===== config.mk =====
export PLATFORM = sky130hd
export DESIGN_NAME = mul_pipeline_32bit
export DESIGN_NICKNAME = d
export VERILOG_FILES = /design/src/rtl/mul_pkg.sv /design/src/rtl/mul_pipeline_32bit.sv
export SDC_FILE = /design/constraint.sdc
export NUM_CORES = 1
export LEC_CHECK = 0
export CAP_MARGIN = 20
export CORE_MARGIN = 1
export CORE_UTILIZATION = 50
export DETAILED_ROUTE_END_ITERATION = 10
export PLACE_DENSITY = 0.85
export SLEW_MARGIN = 20
export SYNTH_ARGS = -nofsm -noshare
export SYNTH_HDL_FRONTEND = slang
export SYNTH_SLANG_ARGS = --single-unit

===== constraint.sdc =====
create_clock -name clk -period 4.5 [get_ports clk]
set_clock_uncertainty 0.15 [all_clocks]
set_input_delay 0.9 -clock clk [delete_from_list [all_inputs] [get_ports clk]]
set_output_delay 0.9 -clock clk [all_outputs]
set_load 0.05 [all_outputs]

===== src/rtl/mul_pkg.sv =====
// Shared constants and types for the iterative shift-and-add multiplier.
package mul_pkg;

    localparam int unsigned MUL_WIDTH = 32;
    localparam int unsigned MUL_CNT_W = $clog2(MUL_WIDTH) + 1;

    typedef enum logic {
        IDLE = 1'b0,
        BUSY = 1'b1
    } state_t;

endpackage : mul_pkg


===== src/rtl/mul_pipeline_32bit.sv =====
// Iterative unsigned multiplier: one multiplier bit per cycle, fixed WIDTH-cycle
// latency, low WIDTH product bits returned with a one-cycle ack pulse.
module mul_pipeline_32bit
    import mul_pkg::*;
#(
    parameter int unsigned WIDTH = MUL_WIDTH
) (
    input  logic             clk,
    input  logic             rst,
    input  logic             req,
    output logic             ack,
    input  logic [WIDTH-1:0] a,
    input  logic [WIDTH-1:0] b,
    output logic [WIDTH-1:0] out
);

    localparam int unsigned CNT_W = $clog2(WIDTH) + 1;

    state_t             r_state;
    logic [WIDTH-1:0]   r_mcand;
    logic [WIDTH-1:0]   r_mplier;
    logic [WIDTH-1:0]   r_acc;
    logic [CNT_W-1:0]   r_count;

    state_t             w_state_nxt;
    logic [WIDTH-1:0]   w_mcand_nxt;
    logic [WIDTH-1:0]   w_mplier_nxt;
    logic [WIDTH-1:0]   w_acc_nxt;
    logic [CNT_W-1:0]   w_count_nxt;
    logic               w_ack_nxt;
    logic [WIDTH-1:0]   w_out_nxt;
    logic [WIDTH-1:0]   w_sum;
    logic               w_last;

    // Partial-product add for the current multiplier bit; wraps mod 2^WIDTH.
    assign w_sum  = r_acc + (r_mplier[0] ? r_mcand : '0);
    assign w_last = (r_count == CNT_W'(WIDTH - 1));

    always_ff @(posedge clk or posedge rst) begin
        if (rst) begin
            r_state  <= IDLE;
            r_mcand  <= '0;
            r_mplier <= '0;
            r_acc    <= '0;
            r_count  <= '0;
            ack      <= 1'b0;
            out      <= '0;
        end else begin
            r_state  <= w_state_nxt;
            r_mcand  <= w_mcand_nxt;
            r_mplier <= w_mplier_nxt;
            r_acc    <= w_acc_nxt;
            r_count  <= w_count_nxt;
            ack      <= w_ack_nxt;
            out      <= w_out_nxt;
        end
    end

    // Next-state and datapath update; out holds except on the completion edge.
    always_comb begin
        w_state_nxt  = r_state;
        w_mcand_nxt  = r_mcand;
        w_mplier_nxt = r_mplier;
        w_acc_nxt    = r_acc;
        w_count_nxt  = r_count;
        w_ack_nxt    = 1'b0;
        w_out_nxt    = out;

        case (r_state)
            IDLE: begin
                if (req) begin
                    w_mcand_nxt  = a;
                    w_mplier_nxt = b;
                    w_acc_nxt    = '0;
                    w_count_nxt  = '0;
                    w_state_nxt  = BUSY;
                end
            end
            BUSY: begin
                w_acc_nxt    = w_sum;
                w_mcand_nxt  = r_mcand << 1;
                w_mplier_nxt = r_mplier >> 1;
                w_count_nxt  = r_count + CNT_W'(1);
                if (w_last) begin
                    w_out_nxt   = w_sum;
                    w_ack_nxt   = 1'b1;
                    w_state_nxt = IDLE;
                end
            end
            default: begin
                w_state_nxt = IDLE;
            end
        endcase
    end

endmodule : mul_pipeline_32bit


==> impl_metrics.toml, run 1 <==
[die]
row_count = 43
die_w_microns = 123
floorplan.initialDensity_pct = 52.0
die_height_microns = 123
core-area_sq_um = 14100
ios = 100
dieArea_sq_um = 15100

[drt]
vias = 5519
ant_nets = 0
first_pass_iters = 4
drt-wirelength-per-cell_microns = 15.9
drc = 0
wirelength_mm = 15.8
vias_per_cell = 5.56
drt-initial-drc-count = 286

[grt]
grt_pass1_wl_mm = 26.7
grtUsageMet1_pct = 31.8
grt_use_met3_pct = 5.86
track_usage_pct = 22.8
use_met2_pct = 35.1
grt_pass1_vias = 5384
antenna_found_initial = 0
grt-ovfl-total = 0
grt_busiest_layer = "met2"
grt_max_degree = 101

[placed_design]
dp_cells = 960
dpl.hpwl_mm = 10.8
portBuffers = 99
place_area_sq_um = 8480
globalplace.congestion = 0.838

[clock_tree]
root_buffer = "clkbuf_16"
cts_buffer_depth = 2
cts_hold_buf = 0
cts_resized = 0
cts_buffers = 17
post_cts_buffers = 0
worstSkewPairLatency_ps = 430
htreeDepth = 4
clkSinkCount = 136
clkTransAtPathRegs_ps = 60
cts_tree = "done"

[synthesis]
synth.area.top_cells = "dfrtp_1 (46%), mux2i_1 (8.7%), o21ai_0 (5.7%)"
synth_area_sq_um = 7330
synth-warning-count = 0
syn-num-nets = 813
async_reset_ff_share_pct = 100
netlist_instances = 713
synth_xor_area_share_pct = 3.93
synth_edf_count = 0
syn_area_per_cell_sq_um = 10.3
synth_area_leader_cell = "dfrtp_1"
synth-adder-area-share_pct = 5.74
synth_top_family_by_area = "compound AO/OA/AOI/OAI gates"
muxShareOfSynthArea_pct = 13.4
synth_seq_cells = 136
yosysUniqueCellTypes = 46
synth-simple-area-share_pct = 10.9
synth-compound-area-share_pct = 16.8
yosysTopAreaCellShare_pct = 46.4
synth_ff_type = "dfrtp_1"
yosysSeqAreaShare_pct = 46.4

[sta]
tightest_slew_ps = 895
fmax_mhz = 280
fin_setup_tns_ps = 0
post-route-period-util_pct = 79.5
setup_viol = 0
hold_slack_ps = 328
finalMaxSlewViolations = 0
rsz0062_at_grt = "false"
finalHoldViolCount = 0
final.min_clock_period_ps = 3580
relSlewSlack_pct = 40.3

[worst_setup_path]
critPathSlowestCell = "dfrtp_1"
worstPathRequired_ps = 4660
cpMostUsedCell = "a211oi_2"
crit_path_max_fanout = 14
endpoint_kind = "register"
worst-path-buf-inv = 0
worst_ep_arrival_time_ps = 3740
crit_path_max_incr_delay_ps = 510
criticalPathCategory = "reg2reg"
path_cells = "and2_1 -> ha_1 -> fa_1 -> a211oi_2 -> o21ai_1 -> a211oi_2 -> nor4_1 -> o31ai_2 -> o21bai_1 -> a311oi_2 -> xnor2_1 -> mux2_2"
crit_path_start_kind = "register"
path_delay_family = "compound AO/OA/AOI/OAI gates"

[finish]
fill_cells = 1132
layout.cells.non_filler = 992
antennaDiodeCount = 0
utilization_pct = 64.0
final_area_sq_um = 9020
finalNetCount = 899
drive_gt1_share_pct = 10.3
syn_to_final_growth_pct = 23.2

[power_and_ir_drop]
leakage_nw = 4.22
powerDensity_nw_per_um2 = 627
ir_drop_mv = 0.420

[job]
drv_cap = 0

[min_path]
min_path_type = "reg2reg"

[run_status]
outcome = "complete, no violations"
## flip-flops by register name, indices dropped and copies added, names as in the netlist
name / cells
ack: 1
out: 32
r_acc: 32
r_count: 6
r_mcand: 32
r_mplier: 32
r_state: 1
## worst paths after layout
path                            slack (ps)            to  cells past startpoint          from
max in group asynchronous             2610  r_mplier[15]                      3           rst
min in group asynchronous              800    r_mcand[8]                      2           rst
worst min register to register         330  r_mplier[13]                      2  r_mplier[14]
worst max-delay path                   920       out[30]                     12   r_mplier[0]
worst min-delay path                   330  r_mplier[13]                      2  r_mplier[14]
worst max register to register         920       out[30]                     12   r_mplier[0]
## cells in the final DEF, fill, tap and decap left out, types with 24 or more instances in the layout
master / netlist / layout
a21oi_1: 31 / 31
a22o_1: 27 / 27
and2_1: 32 / 32
clkdlybuf4s50_1: 0 / 98
dfrtp_1: 136 / 135
ha_1: 32 / 32
mux2_2: 30 / 30
mux2i_1: 64 / 64
nand2_1: 86 / 86
o21ai_0: 83 / 83
xnor2_1: 24 / 24
## worst min-delay path: stages, from the launching register on
cell and delay, ps:
dfrtp_1 340, nand2_1 40, o21ai_0 60
## where the power goes
group / switching, mW / leakage [nW] / internal [mW]
registers: 0.371 / 1.77 / 1.71
clock network: 0.532 / 0.258 / 0.752
logic: 1.34 / 2.19 / 0.961
## layout make-up
cell class              count  area [sq um]  share of cell area [%]
clock inverters            13           108                    1.19
flip-flops and latches    136          3410                    37.8
clock buffers              19           433                    4.80
multi-input cells         523          3730                    41.3
well taps                 180           225                    2.50
inverters                  13          52.6                   0.582
repair buffers            108          1070                    11.8
## layer usage
| metal | vias to the layer above | part of all wire (%) | wire, microns |
|---|---|---|---|
| met5 | - | 0 | 0 |
| met4 | 0 | 1.2 | 187 |
| met3 | 16 | 4.1 | 652 |
| met2 | 111 | 47 | 7490 |
| met1 | 2669 | 47 | 7470 |
| li1 | 2723 | - | - |
## cells in the mapped netlist (all sizes together) (6+ instances only)
| cell | n |
|---|---|
| xor2 | 7 |
| a21oi | 32 |
| mux2 | 30 |
| mux2i | 64 |
| clkbuf | 34 |
| dfrtp | 136 |
| and2 | 32 |
| buf | 7 |
| nand2 | 86 |
| xnor2 | 25 |
| a211oi | 6 |
| nor2 | 23 |
| nand4 | 6 |
| a22o | 27 |
| a21o | 12 |
| nand3 | 6 |
| inv | 13 |
| o21ai | 85 |
| ha | 32 |
## logic make-up (layout without fill, tap and decap cells)
kind of cell    Yosys count  count (layout)
compound gates          192             192
xor+xnor                 32              32
fa+ha+maj                33              33
buf+inv                  54             153
flops                   136             136
mux                      94              94
simple gates            172             172
## through the flow
stage / total power [mW] / worst slack (ps)
after floorplan: 3.68 / 1380
after global placement: 4.29 / 1060
final: 5.66 / 923
after CTS: 5.69 / 930
after detailed placement: 4.37 / 971
after global routing: 6.02 / 664
Power figures use the tool's default switching activity.
==> inputs of run 2 (changes only) <==
--- a/config.mk
+++ b/config.mk
@@ -7,9 +7,9 @@
 export LEC_CHECK = 0
 export CAP_MARGIN = 20
 export CORE_MARGIN = 1
-export CORE_UTILIZATION = 50
+export CORE_UTILIZATION = 56
 export DETAILED_ROUTE_END_ITERATION = 10
-export PLACE_DENSITY = 0.85
+export PLACE_DENSITY = 0.89
 export SLEW_MARGIN = 20
 export SYNTH_ARGS = -nofsm -noshare
 export SYNTH_HDL_FRONTEND = slang
==> constraint.sdc (replaced) <==
create_clock -name clk -period 3.5 [get_ports clk]
set_clock_uncertainty 0.15 [all_clocks]
set_input_delay 0.7 -clock clk [delete_from_list [all_inputs] [get_ports clk]]
set_output_delay 0.7 -clock clk [all_outputs]
set_load 0.05 [all_outputs]
==> impl_metrics.toml, run 2 (synthesis gave the netlist of run 1 again) <==
[sta]
fmax_mhz = 292
finalHoldViolCount = 0
final.min_clock_period_ps = 3420
tightest_slew_ps = 806
setup_viol = 0
finalMaxSlewViolations = 0
rsz0062_at_grt = "true"
post-route-period-util_pct = 97.7
hold_slack_ps = 327
relSlewSlack_pct = 46.2

[worst_setup_path]
criticalPathCategory = "reg2reg"
worstPathRequired_ps = 3650
crit_path_start_kind = "register"
reg2reg_depth = 12
worst_ep_arrival_time_ps = 3570
crit_path_max_fanout = 13
endpoint_kind = "register"

[finish]
final_common_cell = "dfrtp_1"
final_cell_mix = "dfrtp_1 (135), clkdlybuf4s50_1 (98), nand2_1 (86)"
drive_gt1_share_pct = 11.4
fill_cells = 906
regArea_sq_um = 3410
antennaDiodeCount = 0
finalNetCount = 904
multi_input_area_sq_um = 3770
syn_to_final_growth_pct = 25.0

[drt]
vias = 5714
ant_nets = 0
vias_per_cell = 5.78
drc = 0
wirelength_mm = 16.8
drt-initial-drc-count = 396
first_pass_iters = 4
drt-wirelength-per-cell_microns = 16.9

[die]
core-area_sq_um = 12700
die_height_microns = 116
die_w_microns = 116
floorplan.initialDensity_pct = 57.8
ios = 100
row_count = 41
dieArea_sq_um = 13500

[power_and_ir_drop]
leakage_nw = 4.27
p_total_mw = 7.48
ir_drop_mv = 0.450
powerDensity_nw_per_um2 = 817

[clock_tree]
cts_buffer_depth = 2
clkTransAtPathRegs_ps = 60
htreeDepth = 4
clkSinkCount = 136
cts_tree = "done"
worstSkewPairLatency_ps = 420
root_buffer = "clkbuf_16"
cts_buffers = 17
post_cts_buffers = 0

[placed_design]
portBuffers = 99
dpl.hpwl_mm = 11.4
globalplace.congestion = 0.892

[min_path]
hold_depth = 2
min_path_type = "reg2reg"

[grt]
track_usage_pct = 26.2
antenna_found_initial = 0
grt_max_degree = 130
grt_pass1_vias = 5850
grt_pass1_wl_mm = 27.6
grt-ovfl-total = 0

[job]
drv_cap = 0

[run_status]
outcome = "complete, no violations"
[run 2: power by group]
group	total [mW]	internal [mW]	leakage, nW	switching, mW
clock	1.76	1.08	0.275	0.679
sequential	2.63	2.20	1.77	0.435
combinational	3.09	1.26	2.23	1.82
[run 2: worst paths after layout]
kind / startpoint / end / slack [ps]
min reg2reg: r_mplier[11] / r_mplier[10] / 330
max reg2reg: r_mplier[0] / out[31] / 80
min: r_mplier[11] / r_mplier[10] / 330
max: r_mplier[0] / out[31] / 80
max in group asynchronous: rst / out[23] / 1840
min in group asynchronous: rst / out[12] / 620
[run 2: timing repair]
item | CTS | global route
hold buffers | 0 | 0
resized for setup | 0 | 7
endpoints found under the setup margin | 0 | 10
endpoints found under the hold margin | 0 | 0
[run 2: layer usage]
metal / vias to the layer above / wire [microns] / share of wire, % / GRT usage (%)
li1: 2728 / - / - / -
met2: 151 / 8330 / 50 / 43.9
met1: 2808 / 7370 / 44 / 33.3
met3: 27 / 750 / 4.5 / 6.28
met5: - / 0 / 0 / 0
met4: 0 / 306 / 1.8 / 9.15
[run 2: metrics by stage]
step | area (sq um) | setup TNS, ps | util (%) | setup WS [ps] | cells
2_1_floorplan | 7330 | 0 | - | 378 | 713
3_3_place_gp | 8540 | 0 | 67.4 | 262 | 957
3_5_place_dp | 8540 | 0 | 67.4 | 89.6 | 957
4_1_cts | 9120 | 0 | 72.0 | 90.4 | 989
5_1_grt | 9160 | -84.8 | 72.3 | -52.4 | 989
6_report | 9160 | 0 | 72.3 | 79.6 | 989
[run 2: final cells by class]
type                            instances  area share (%)
Multi-Input combinational cell        523            41.1
Inverter                               13           0.574
Sequential cell                       136            37.2
Tap cell                              172            2.35
Timing Repair Buffer                  113            12.4
Clock buffer                           21            5.03
Clock inverter                         11            1.34
[run 2: critical path, stage by stage, from the launching register on]
cell and delay, ps:
dfrtp_1 410, buf_4 190, and2_1 140, ha_1 360, a211oi_2 270, o211ai_1 150, a221oi_2 330, o31ai_4 170
a221o_1 360, a21oi_1 250, xnor2_2 170, xnor2_1 90, mux2_2 260
